<file path="src/rtl/usb_slave_fifo_ctrl.sv">
// FX2 slave-FIFO master: arbitrates one OUT (RX) and one IN (TX) endpoint on the shared FD bus.
// Optional build macro USB_TX_AUTO_PKTEND_EN adds an idle-timeout short-packet commit.
module usb_slave_fifo_ctrl #(
   parameter int         DATA_W     = 16,
   parameter logic [1:0] RX_ADR     = 2'b00,
   parameter logic [1:0] TX_ADR     = 2'b10,
   parameter int         ADR_SETTLE = 2,
   parameter int         BURST_MAX  = 64,
   parameter int         PKT_WORDS  = 256,
   parameter int         TIMEOUT    = 1024
) (
   input  logic              IFCLK,
   input  logic              rst_n,
   input  logic              usb_flagB_in,
   input  logic              usb_flagC_in,
   input  logic [DATA_W-1:0] usb_fd_in,
   output logic [DATA_W-1:0] usb_fd_out,
   output logic              usb_fd_oe_n,
   output logic [1:0]        usb_fifo_adr,
   output logic              usb_sloe,
   output logic              usb_slrd,
   output logic              usb_slwr,
   output logic              usb_pktend,
   output logic [DATA_W-1:0] rx_data,
   output logic              rx_valid,
   input  logic              rx_ready,
   input  logic [DATA_W-1:0] tx_data,
   input  logic              tx_valid,
   output logic              tx_ready,
   input  logic              tx_flush
);

   localparam int BW = $clog2(BURST_MAX + 1);
   localparam int WW = $clog2(PKT_WORDS + 1);

   typedef enum logic [2:0] {
      S_IDLE, S_RX_ADR, S_RX_OE, S_RX_RD, S_TX_ADR, S_TX_WR, S_TX_END, S_TURN
   } state_t;

   state_t        state_q, state_d;
   logic [1:0]    adr_q, adr_d;
   logic [2:0]    settle_q, settle_d;
   logic [BW-1:0] burst_q, burst_d;
   logic [WW-1:0] word_q, word_d;
   logic          last_rx_q, last_rx_d;
   logic          rx_pend_q, rx_pend_d;
   logic          flush_pend_q, flush_pend_d;

   logic rd_now, wr_now, rx_req, tx_req, flush_req, tx_exit, auto_flush;
   logic [WW-1:0] word_inc;

   assign rd_now    = (state_q == S_RX_RD) && usb_flagC_in && rx_ready;
   assign wr_now    = (state_q == S_TX_WR) && usb_flagB_in && tx_valid;
   // A held not-empty survives re-addressing to TX; otherwise only a flag of the RX FIFO counts.
   assign rx_req    = rx_pend_q || ((adr_q == RX_ADR) && usb_flagC_in);
   assign tx_req    = tx_valid || flush_pend_q;
   assign flush_req = flush_pend_q || tx_flush || auto_flush;
   assign word_inc  = (word_q == WW'(PKT_WORDS - 1)) ? '0 : word_q + 1'b1;
   assign tx_exit   = !usb_flagB_in || (burst_d == BW'(BURST_MAX)) || !tx_valid;
   assign rx_data   = usb_fd_in;
   assign usb_fifo_adr = adr_q;

`ifdef USB_TX_AUTO_PKTEND_EN
   localparam int TW = $clog2(TIMEOUT + 1);
   logic [TW-1:0] idle_q;
   logic          idle_hit;

   assign idle_hit   = (idle_q == TW'(TIMEOUT - 1));
   assign auto_flush = !wr_now && (word_q != '0) && !flush_pend_q && idle_hit;

   always_ff @(posedge IFCLK or negedge rst_n) begin
      if (!rst_n) begin
         idle_q <= '0;
      end else if (wr_now || (word_q == '0) || flush_pend_q || idle_hit) begin
         idle_q <= '0;
      end else begin
         idle_q <= idle_q + 1'b1;
      end
   end
`else
   assign auto_flush = 1'b0;
`endif

   always_comb begin
      state_d      = state_q;
      adr_d        = adr_q;
      settle_d     = settle_q;
      burst_d      = burst_q;
      word_d       = wr_now ? word_inc : word_q;
      last_rx_d    = last_rx_q;
      rx_pend_d    = rx_pend_q;
      flush_pend_d = flush_pend_q;
      usb_sloe     = 1'b1;
      usb_slrd     = 1'b1;
      usb_slwr     = 1'b1;
      usb_pktend   = 1'b1;
      usb_fd_oe_n  = 1'b1;
      usb_fd_out   = '0;
      rx_valid     = 1'b0;
      tx_ready     = 1'b0;

      case (state_q)
         S_IDLE: begin
            settle_d = '0;
            burst_d  = '0;
            if (rx_req && !(tx_req && last_rx_q)) begin
               state_d   = S_RX_ADR;
               adr_d     = RX_ADR;
               rx_pend_d = 1'b0;
            end else if (tx_req) begin
               state_d   = S_TX_ADR;
               adr_d     = TX_ADR;
               last_rx_d = 1'b0;
            end else if (adr_q != RX_ADR) begin
               // Nothing to do: park on the OUT endpoint so fresh RX data becomes visible.
               state_d = S_RX_ADR;
               adr_d   = RX_ADR;
            end
         end
         S_RX_ADR: begin
            if (settle_q == 3'(ADR_SETTLE - 1)) begin
               if (usb_flagC_in) begin
                  state_d   = S_RX_OE;
                  last_rx_d = 1'b1;
               end else begin
                  state_d = S_IDLE;
               end
            end else begin
               settle_d = settle_q + 1'b1;
            end
         end
         S_RX_OE: begin
            usb_sloe = 1'b0;
            state_d  = S_RX_RD;
         end
         S_RX_RD: begin
            usb_sloe = 1'b0;
            usb_slrd = !rd_now;
            rx_valid = rd_now;
            burst_d  = burst_q + BW'(rd_now);
            if (!usb_flagC_in || (burst_d == BW'(BURST_MAX)) || (!rx_ready && tx_req)) begin
               state_d   = S_TURN;
               rx_pend_d = usb_flagC_in;
            end
         end
         S_TX_ADR: begin
            if (settle_q == 3'(ADR_SETTLE - 1)) begin
               state_d = S_TX_WR;
            end else begin
               settle_d = settle_q + 1'b1;
            end
         end
         S_TX_WR: begin
            usb_fd_oe_n = 1'b0;
            usb_fd_out  = tx_data;
            usb_slwr    = !wr_now;
            tx_ready    = wr_now;
            burst_d     = burst_q + BW'(wr_now);
            if (flush_req) begin
               // A flush landing on an empty (or just auto-committed) packet is dropped.
               flush_pend_d = 1'b0;
               if (word_d != '0) begin
                  state_d = S_TX_END;
               end else if (tx_exit) begin
                  state_d = S_TURN;
               end
            end else if (tx_exit) begin
               state_d = S_TURN;
            end
         end
         S_TX_END: begin
            usb_pktend = 1'b0;
            word_d     = '0;
            state_d    = S_IDLE;
         end
         S_TURN: begin
            state_d = S_IDLE;
         end
         default: begin
            state_d = S_IDLE;
         end
      endcase

      if ((tx_flush || auto_flush) && (state_q != S_TX_WR) && (word_d != '0)) begin
         flush_pend_d = 1'b1;
      end
   end

   always_ff @(posedge IFCLK or negedge rst_n) begin
      if (!rst_n) begin
         state_q      <= S_IDLE;
         adr_q        <= RX_ADR;
         settle_q     <= '0;
         burst_q      <= '0;
         word_q       <= '0;
         last_rx_q    <= 1'b0;
         rx_pend_q    <= 1'b0;
         flush_pend_q <= 1'b0;
      end else begin
         state_q      <= state_d;
         adr_q        <= adr_d;
         settle_q     <= settle_d;
         burst_q      <= burst_d;
         word_q       <= word_d;
         last_rx_q    <= last_rx_d;
         rx_pend_q    <= rx_pend_d;
         flush_pend_q <= flush_pend_d;
      end
   end

endmodule

</file>
<file path="config.mk">
export PLATFORM = sky130hd
export DESIGN_NAME = usb_slave_fifo_ctrl
export DESIGN_NICKNAME = d
export VERILOG_FILES = /design/src/rtl/usb_slave_fifo_ctrl.sv
export SDC_FILE = /design/constraint.sdc
export NUM_CORES = 1
export LEC_CHECK = 0
export CAP_MARGIN = 20
export CELL_PAD_IN_SITES_DETAIL_PLACEMENT = 0
export CELL_PAD_IN_SITES_GLOBAL_PLACEMENT = 1
export CORE_MARGIN = 4
export CORE_UTILIZATION = 35
export DETAILED_ROUTE_END_ITERATION = 7
export GPL_TIMING_DRIVEN = 0
export PLACE_DENSITY_LB_ADDON = 0.1
export SYNTH_ARGS = -nofsm -noshare
export SYNTH_HDL_FRONTEND = slang
export SYNTH_SLANG_ARGS = --single-unit
</file>
<file path="constraint.sdc">
create_clock -name IFCLK -period 6.8 [get_ports IFCLK]
set_clock_uncertainty 0.05 [all_clocks]
set_input_delay 1.7 -clock IFCLK [delete_from_list [all_inputs] [get_ports IFCLK]]
set_output_delay 1.7 -clock IFCLK [all_outputs]
set_load 0.03 [all_outputs]
</file>
==> results of run 1 <==
area by class of cell:
class	instances	area [µm²]
Sequential cell	26	650.6
Inverter	19	73.82
Timing Repair Buffer	63	635.6
Tap cell	75	93.84
Buffer	30	198.9
Clock inverter	1	30.03
Clock buffer	3	41.29
Multi-Input combinational cell	187	1237
Fill cell	601	2994
state kept, by name, indices dropped and copies added, names as in the netlist:
register      count
word_q            9
burst_q           7
settle_q          3
state_q           3
flush_pend_q      1
last_rx_q         1
rx_pend_q         1
usb_fifo_adr      1
cell usage in the layout, fill, tap and decap left out, drive strengths merged, types with 2 or more instances in the layout:
cell,n
o211ai,2
nand2,22
o22ai,3
o32ai,3
nand4b,2
nor2,19
ha,7
and4b,2
nor3,8
nand3,8
o21a,2
a21oi,14
dfrtp,26
clkbuf,5
inv,18
o31ai,2
nand4,5
or3,3
clkdlybuf4s50,62
a31oi,3
or2,2
o22a,2
xnor2,3
o311a,3
xor2,5
buf,29
nor4,3
mux2i,5
a211oi,2
nor3b,3
nor2b,2
o221ai,2
o21ai,11
and2,17
nand2b,2
cells by family after synthesis:
family	Yosys count	synth area share (%)
AO/OA/AOI/OAI	61	19.80
XOR/XNOR	8	3.243
adder cells (fa/ha/maj)	8	4.516
buffers and inverters	49	12.62
flip-flops	26	30.11
multiplexers	6	2.837
other	1	0.1735
AND/OR/NAND/NOR	103	26.69
routing by layer:
metal	global-route usage [%]	wire length, µm
met1	20.77	2728
met5	0	0
met3	2.376	244
met4	4.533	79
met2	25.24	2685
worst paths after layout:
kind                                   start     endpoint  slack (ns)  cells past startpoint
worst max-delay path            usb_flagC_in     rx_valid        1.53                      5
worst min-delay path             settle_q[1]  settle_q[1]        0.48                      1
worst max register to register    state_q[2]   state_q[1]        3.61                     13
worst min register to register   settle_q[1]  settle_q[1]        0.48                      1
max in group asynchronous              rst_n   burst_q[4]        4.49                      2
min in group asynchronous              rst_n    word_q[3]        1.70                      1
metrics by stage:
stage / instance area, µm² / setup slack (ns) / power (mW)
2_1_floorplan: 2161 / 2.546 / 0.6779
3_3_place_gp: 2875 / 1.557 / 0.8699
3_5_place_dp: 2890 / 1.537 / 0.8713
4_1_cts: 2962 / 1.523 / 1.007
5_1_grt: 2962 / 1.352 / 1.074
6_report: 2962 / 1.534 / 0.9964
power groups by stage:
stage | clock network, mW | registers (mW) | logic (mW)
after floorplan | 0 | 0.243 | 0.435
after global placement | 0 | 0.250 | 0.620
after detailed placement | 0 | 0.251 | 0.621
after CTS | 0.136 | 0.247 | 0.623
after global routing | 0.140 | 0.255 | 0.679
final | 0.131 | 0.248 | 0.617
==> qor.yml, run 1 <==
cpMaxStageDelayCell: "clkdlybuf4s50_1"
root_buffer: "clkbuf_8"
holdWs_ns: 0.4752
yosysWarnings: 0
area_delta_synth_final_pct: 37.06
cts_resized: 0
hp-class: "reg -> reg"
synthTopCellsByArea: "dfrtp_1 30%, buf_4 6.6%, and2_1 4.9%, ha_1 4.1%, nand2_1 3.8%"
fp-row-count: 28
leakage_nw: 1.305
drc: 0
drt-initial-drc-count: 60
dp_cells: 400
seqPwrFrac_pct: 24.9
dp_hpwl_um: 4528
syn_nets: 308
path_buf_inv: 3
start_util_pct: 36.28
ctsHtreeMaxLevel: 1
diodes: 0
antenna_found_initial: 0
synth-seq-cells: 26
period_share_pct: 77.44
status: "finished clean"
hold_viol: 0
p_clk_share_pct: 13.2
cts_buffer_depth: 2
crit_path_end_kind: "output port"
core_area_um2: 5956
switchingPower_mw: 0.4548
grt_pass1_vias: 1973
critical_path_class: "in -> out"
async_flop_share_pct: 100.0
grt_max_degree: 18
viasPerCell: 5.109
crit_family: "buffers and inverters"
wl_per_cell_um: 14.20
post-cts-setup-buffers: 0
cpPeakStageDelay_ns: 0.66
worst_slew_pin_slew_ns: 0.8141
gr-total-overflow: 0
clock-sinks: 26
grt_use_total_pct: 15.35
ys_types: 64
synth-edff-count: 0
period_needed_ns: 5.266
crit_arrival_ns: 3.52
dr.pass1.iters: 4
ios: 80
power.internal_mw: 0.5416
slew_headroom_pct: 45.31
yosys.area.top_type_share_pct: 30.11
finalWirelength_um: 5738
avgSynthCellArea_um2: 8.247
io_buffer_count: 62
cts_tree: "done"
die_area_um2: 7495
synth_common_cells: "26 x dfrtp_1, 22 x nand2_1, 19 x buf_4, 19 x nor2_1, 17 x and2_1"
grt_pass1_wl_um: 9377
layoutNonFillerInstCount: 404
pwr_density_cell_nw_per_um2: 336.4
p_sw_share_pct: 45.64
syn_inst: 262
clock_latency_ns: 0.28
cpMostUsedCell: "clkdlybuf4s50_1"
critPathLaunchType: "primary input"
globalplace.congestion: 0.7786
nNetsFinal: 376
combinationalPowerShare_pct: 62.0
syn_area_um2: 2161
slew_viol_final: 0
setup_viol: 0
ys_seq_area_share_pct: 30.11
clkTransAtPathRegs_ns: 0.10
max_freq_mhz: 189.9
drive_gt1_share_pct: 12.77
ir_drop_v: 0.0001372
grt_setup_unrepaired: "no"
synth_area_leader_cell: "dfrtp_1"
cp_max_fo: 6
postRouteAntennaNets: 0
cts_hold_buf: 0
synth.most_common_cell: "dfrtp_1"
worstPathCellList: "clkdlybuf4s50_1 -> nor3b_1 -> nand2_1 -> inv_1 -> clkdlybuf4s50_1"
synth_top_flop_cell: "dfrtp_1"
vias: 2064
die_h_um: 86.58
final_core_util_pct: 49.73
worstPathRequired_ns: 5.05
fin_setup_tns_ns: 0
maxCapViolCount: 0
die_w_um: 86.58
cts_buffers: 3
Note: power is estimated with default switching activity, not from simulation.
==> inputs of run 2 (changes only) <==
--- a/config.mk
+++ b/config.mk
@@ -9,7 +9,7 @@
 export CELL_PAD_IN_SITES_DETAIL_PLACEMENT = 0
 export CELL_PAD_IN_SITES_GLOBAL_PLACEMENT = 1
 export CORE_MARGIN = 4
-export CORE_UTILIZATION = 35
+export CORE_UTILIZATION = 29
 export DETAILED_ROUTE_END_ITERATION = 7
 export GPL_TIMING_DRIVEN = 0
 export PLACE_DENSITY_LB_ADDON = 0.1
==> constraint.sdc (replaced) <==
create_clock -name IFCLK -period 4.3 [get_ports IFCLK]
set_clock_uncertainty 0.05 [all_clocks]
set_input_delay 1.075 -clock IFCLK [delete_from_list [all_inputs] [get_ports IFCLK]]
set_output_delay 1.075 -clock IFCLK [all_outputs]
set_load 0.03 [all_outputs]
==> qor.yml, run 2 (synthesis results as in run 1) <==
die_area_um2: 8896
drive_gt1_share_pct: 12.77
grt_max_degree: 17
endpoint: "rx_valid"
antenna_found_initial: 0
reg2reg_slack_ns: 1.09
die_w_um: 94.32
root_buffer: "clkbuf_8"
largest_reg_flops: 9
fp-row-count: 31
r2r_cells: 13
top_regs: "word_q x9, burst_q x7"
setup_viol: 0
io_buffer_count: 62
vias: 2041
cp_max_fo: 6
worst_slew_pin_slew_ns: 0.8032
ctsHtreeMaxLevel: 1
pwr_density_cell_nw_per_um2: 527.0
cts_hold_buf: 0
detailed_place.area_um2: 2933
register_area_um2: 650.6
slew_viol_final: 0
fin_setup_tns_ns: 0
ir_drop_v: 0.0001805
cts_tree: "done"
clock_latency_ns: 0.28
post-cts-setup-buffers: 0
globalplace.congestion: 0.8731
grt_pass1_vias: 1989
r2r-start: "state_q[2]"
critPathLaunchType: "primary input"
final_common_cell: "clkdlybuf4s50_1"
slew_headroom_pct: 46.04
period_needed_ns: 4.001
multi_input_area_um2: 1237
ios: 80
finalInstanceArea_um2: 3004
crit_path_end_kind: "output port"
worstPathRequired_ns: 3.17
area_delta_synth_final_pct: 39.03
reg2reg_to: "state_q[1]"
grt_setup_unrepaired: "no"
status: "finished clean"
clock-sinks: 26
hold_viol: 0
diodes: 0
core_area_um2: 7253
setup.worst_path.start: "usb_flagC_in"
clkTransAtPathRegs_ns: 0.11
max_freq_mhz: 249.9
hp-class: "reg -> reg"
crit_arrival_ns: 2.88
nNetsFinal: 376
viasPerCell: 4.769
largest_register: "word_q"
cts_resized: 0
dp_hpwl_um: 4841
gr-total-overflow: 0
cts_buffers: 3
nFillCells: 765
period_share_pct: 93.05
dr.pass1.iters: 4
grt_pass1_wl_um: 9963
die_h_um: 94.32
postRouteAntennaNets: 0
drc: 0
start_util_pct: 29.79
drt-initial-drc-count: 53
grt_use_total_pct: 13.74
min_path_cells: 1
critical_path_class: "in -> out"
leakage_nw: 1.310
final_cell_mix: "62 x clkdlybuf4s50_1, 26 x dfrtp_1, 22 x nand2_1"
maxCapViolCount: 0
wl_per_cell_um: 14.10
finalWirelength_um: 6035
cts_buffer_depth: 2
total_power_mw: 1.583
run 2: cell counts in the layout (fill, tap and decap cells not counted):
No cell type changed its count.
run 2: critical path, cell delays in order:
cell             delay, ns
clkdlybuf4s50_1       0.61
nor3b_1               0.32
nand2_1               0.14
inv_1                 0.07
clkdlybuf4s50_1       0.66
run 2: final cells by class:
class | instances | area share [%]
timing repair buffer | 63 | 21.57
buffer | 30 | 6.622
tap | 99 | 4.123
multi-input combinational | 187 | 41.19
inverter | 19 | 2.457
sequential | 26 | 21.66
clock inverter | 1 | 0.9996
clock buffer | 3 | 1.374
run 2: stage by stage:
stage               cells  worst slack (ns)  util [%]  hold WS [ns]
floorplan             262            0.9824         -        0.4364
global placement      423            0.2456     40.06        0.4674
detailed placement    424            0.2330     40.43        0.4756
CTS                   428            0.2800     41.42        0.5028
global route          428            0.1544     41.42        0.5216
finish                428            0.2990     41.42        0.4948
run 2: worst min-delay path by stage:
stage | start | end | slack, ns
2_1_floorplan | settle_q[1] | settle_q[1] | 0.44
3_3_place_gp | settle_q[1] | settle_q[1] | 0.47
3_5_place_dp | settle_q[2] | settle_q[2] | 0.48
4_1_cts | settle_q[1] | settle_q[1] | 0.50
5_1_grt | settle_q[1] | settle_q[1] | 0.52
6_report | settle_q[1] | settle_q[1] | 0.49
run 2: report_power, final:
part	internal [mW]	switching, mW	total (mW)
combinational	0.416	0.563	0.979
sequential	0.317	0.0762	0.393
clock	0.125	0.0864	0.211
run 2: routing by layer:
| layer | part of all wire (%) | vias to the layer above | routed length (µm) | track usage, % |
|---|---|---|---|---|
| met2 | 50 | 41 | 3003 | 23.11 |
| met5 | 0 | - | 0 | 0 |
| met3 | 3.3 | 2 | 200 | 1.763 |
| li1 | - | 1048 | - | - |
| met1 | 46 | 950 | 2795 | 18.63 |
| met4 | 0.58 | 0 | 35 | 3.369 |
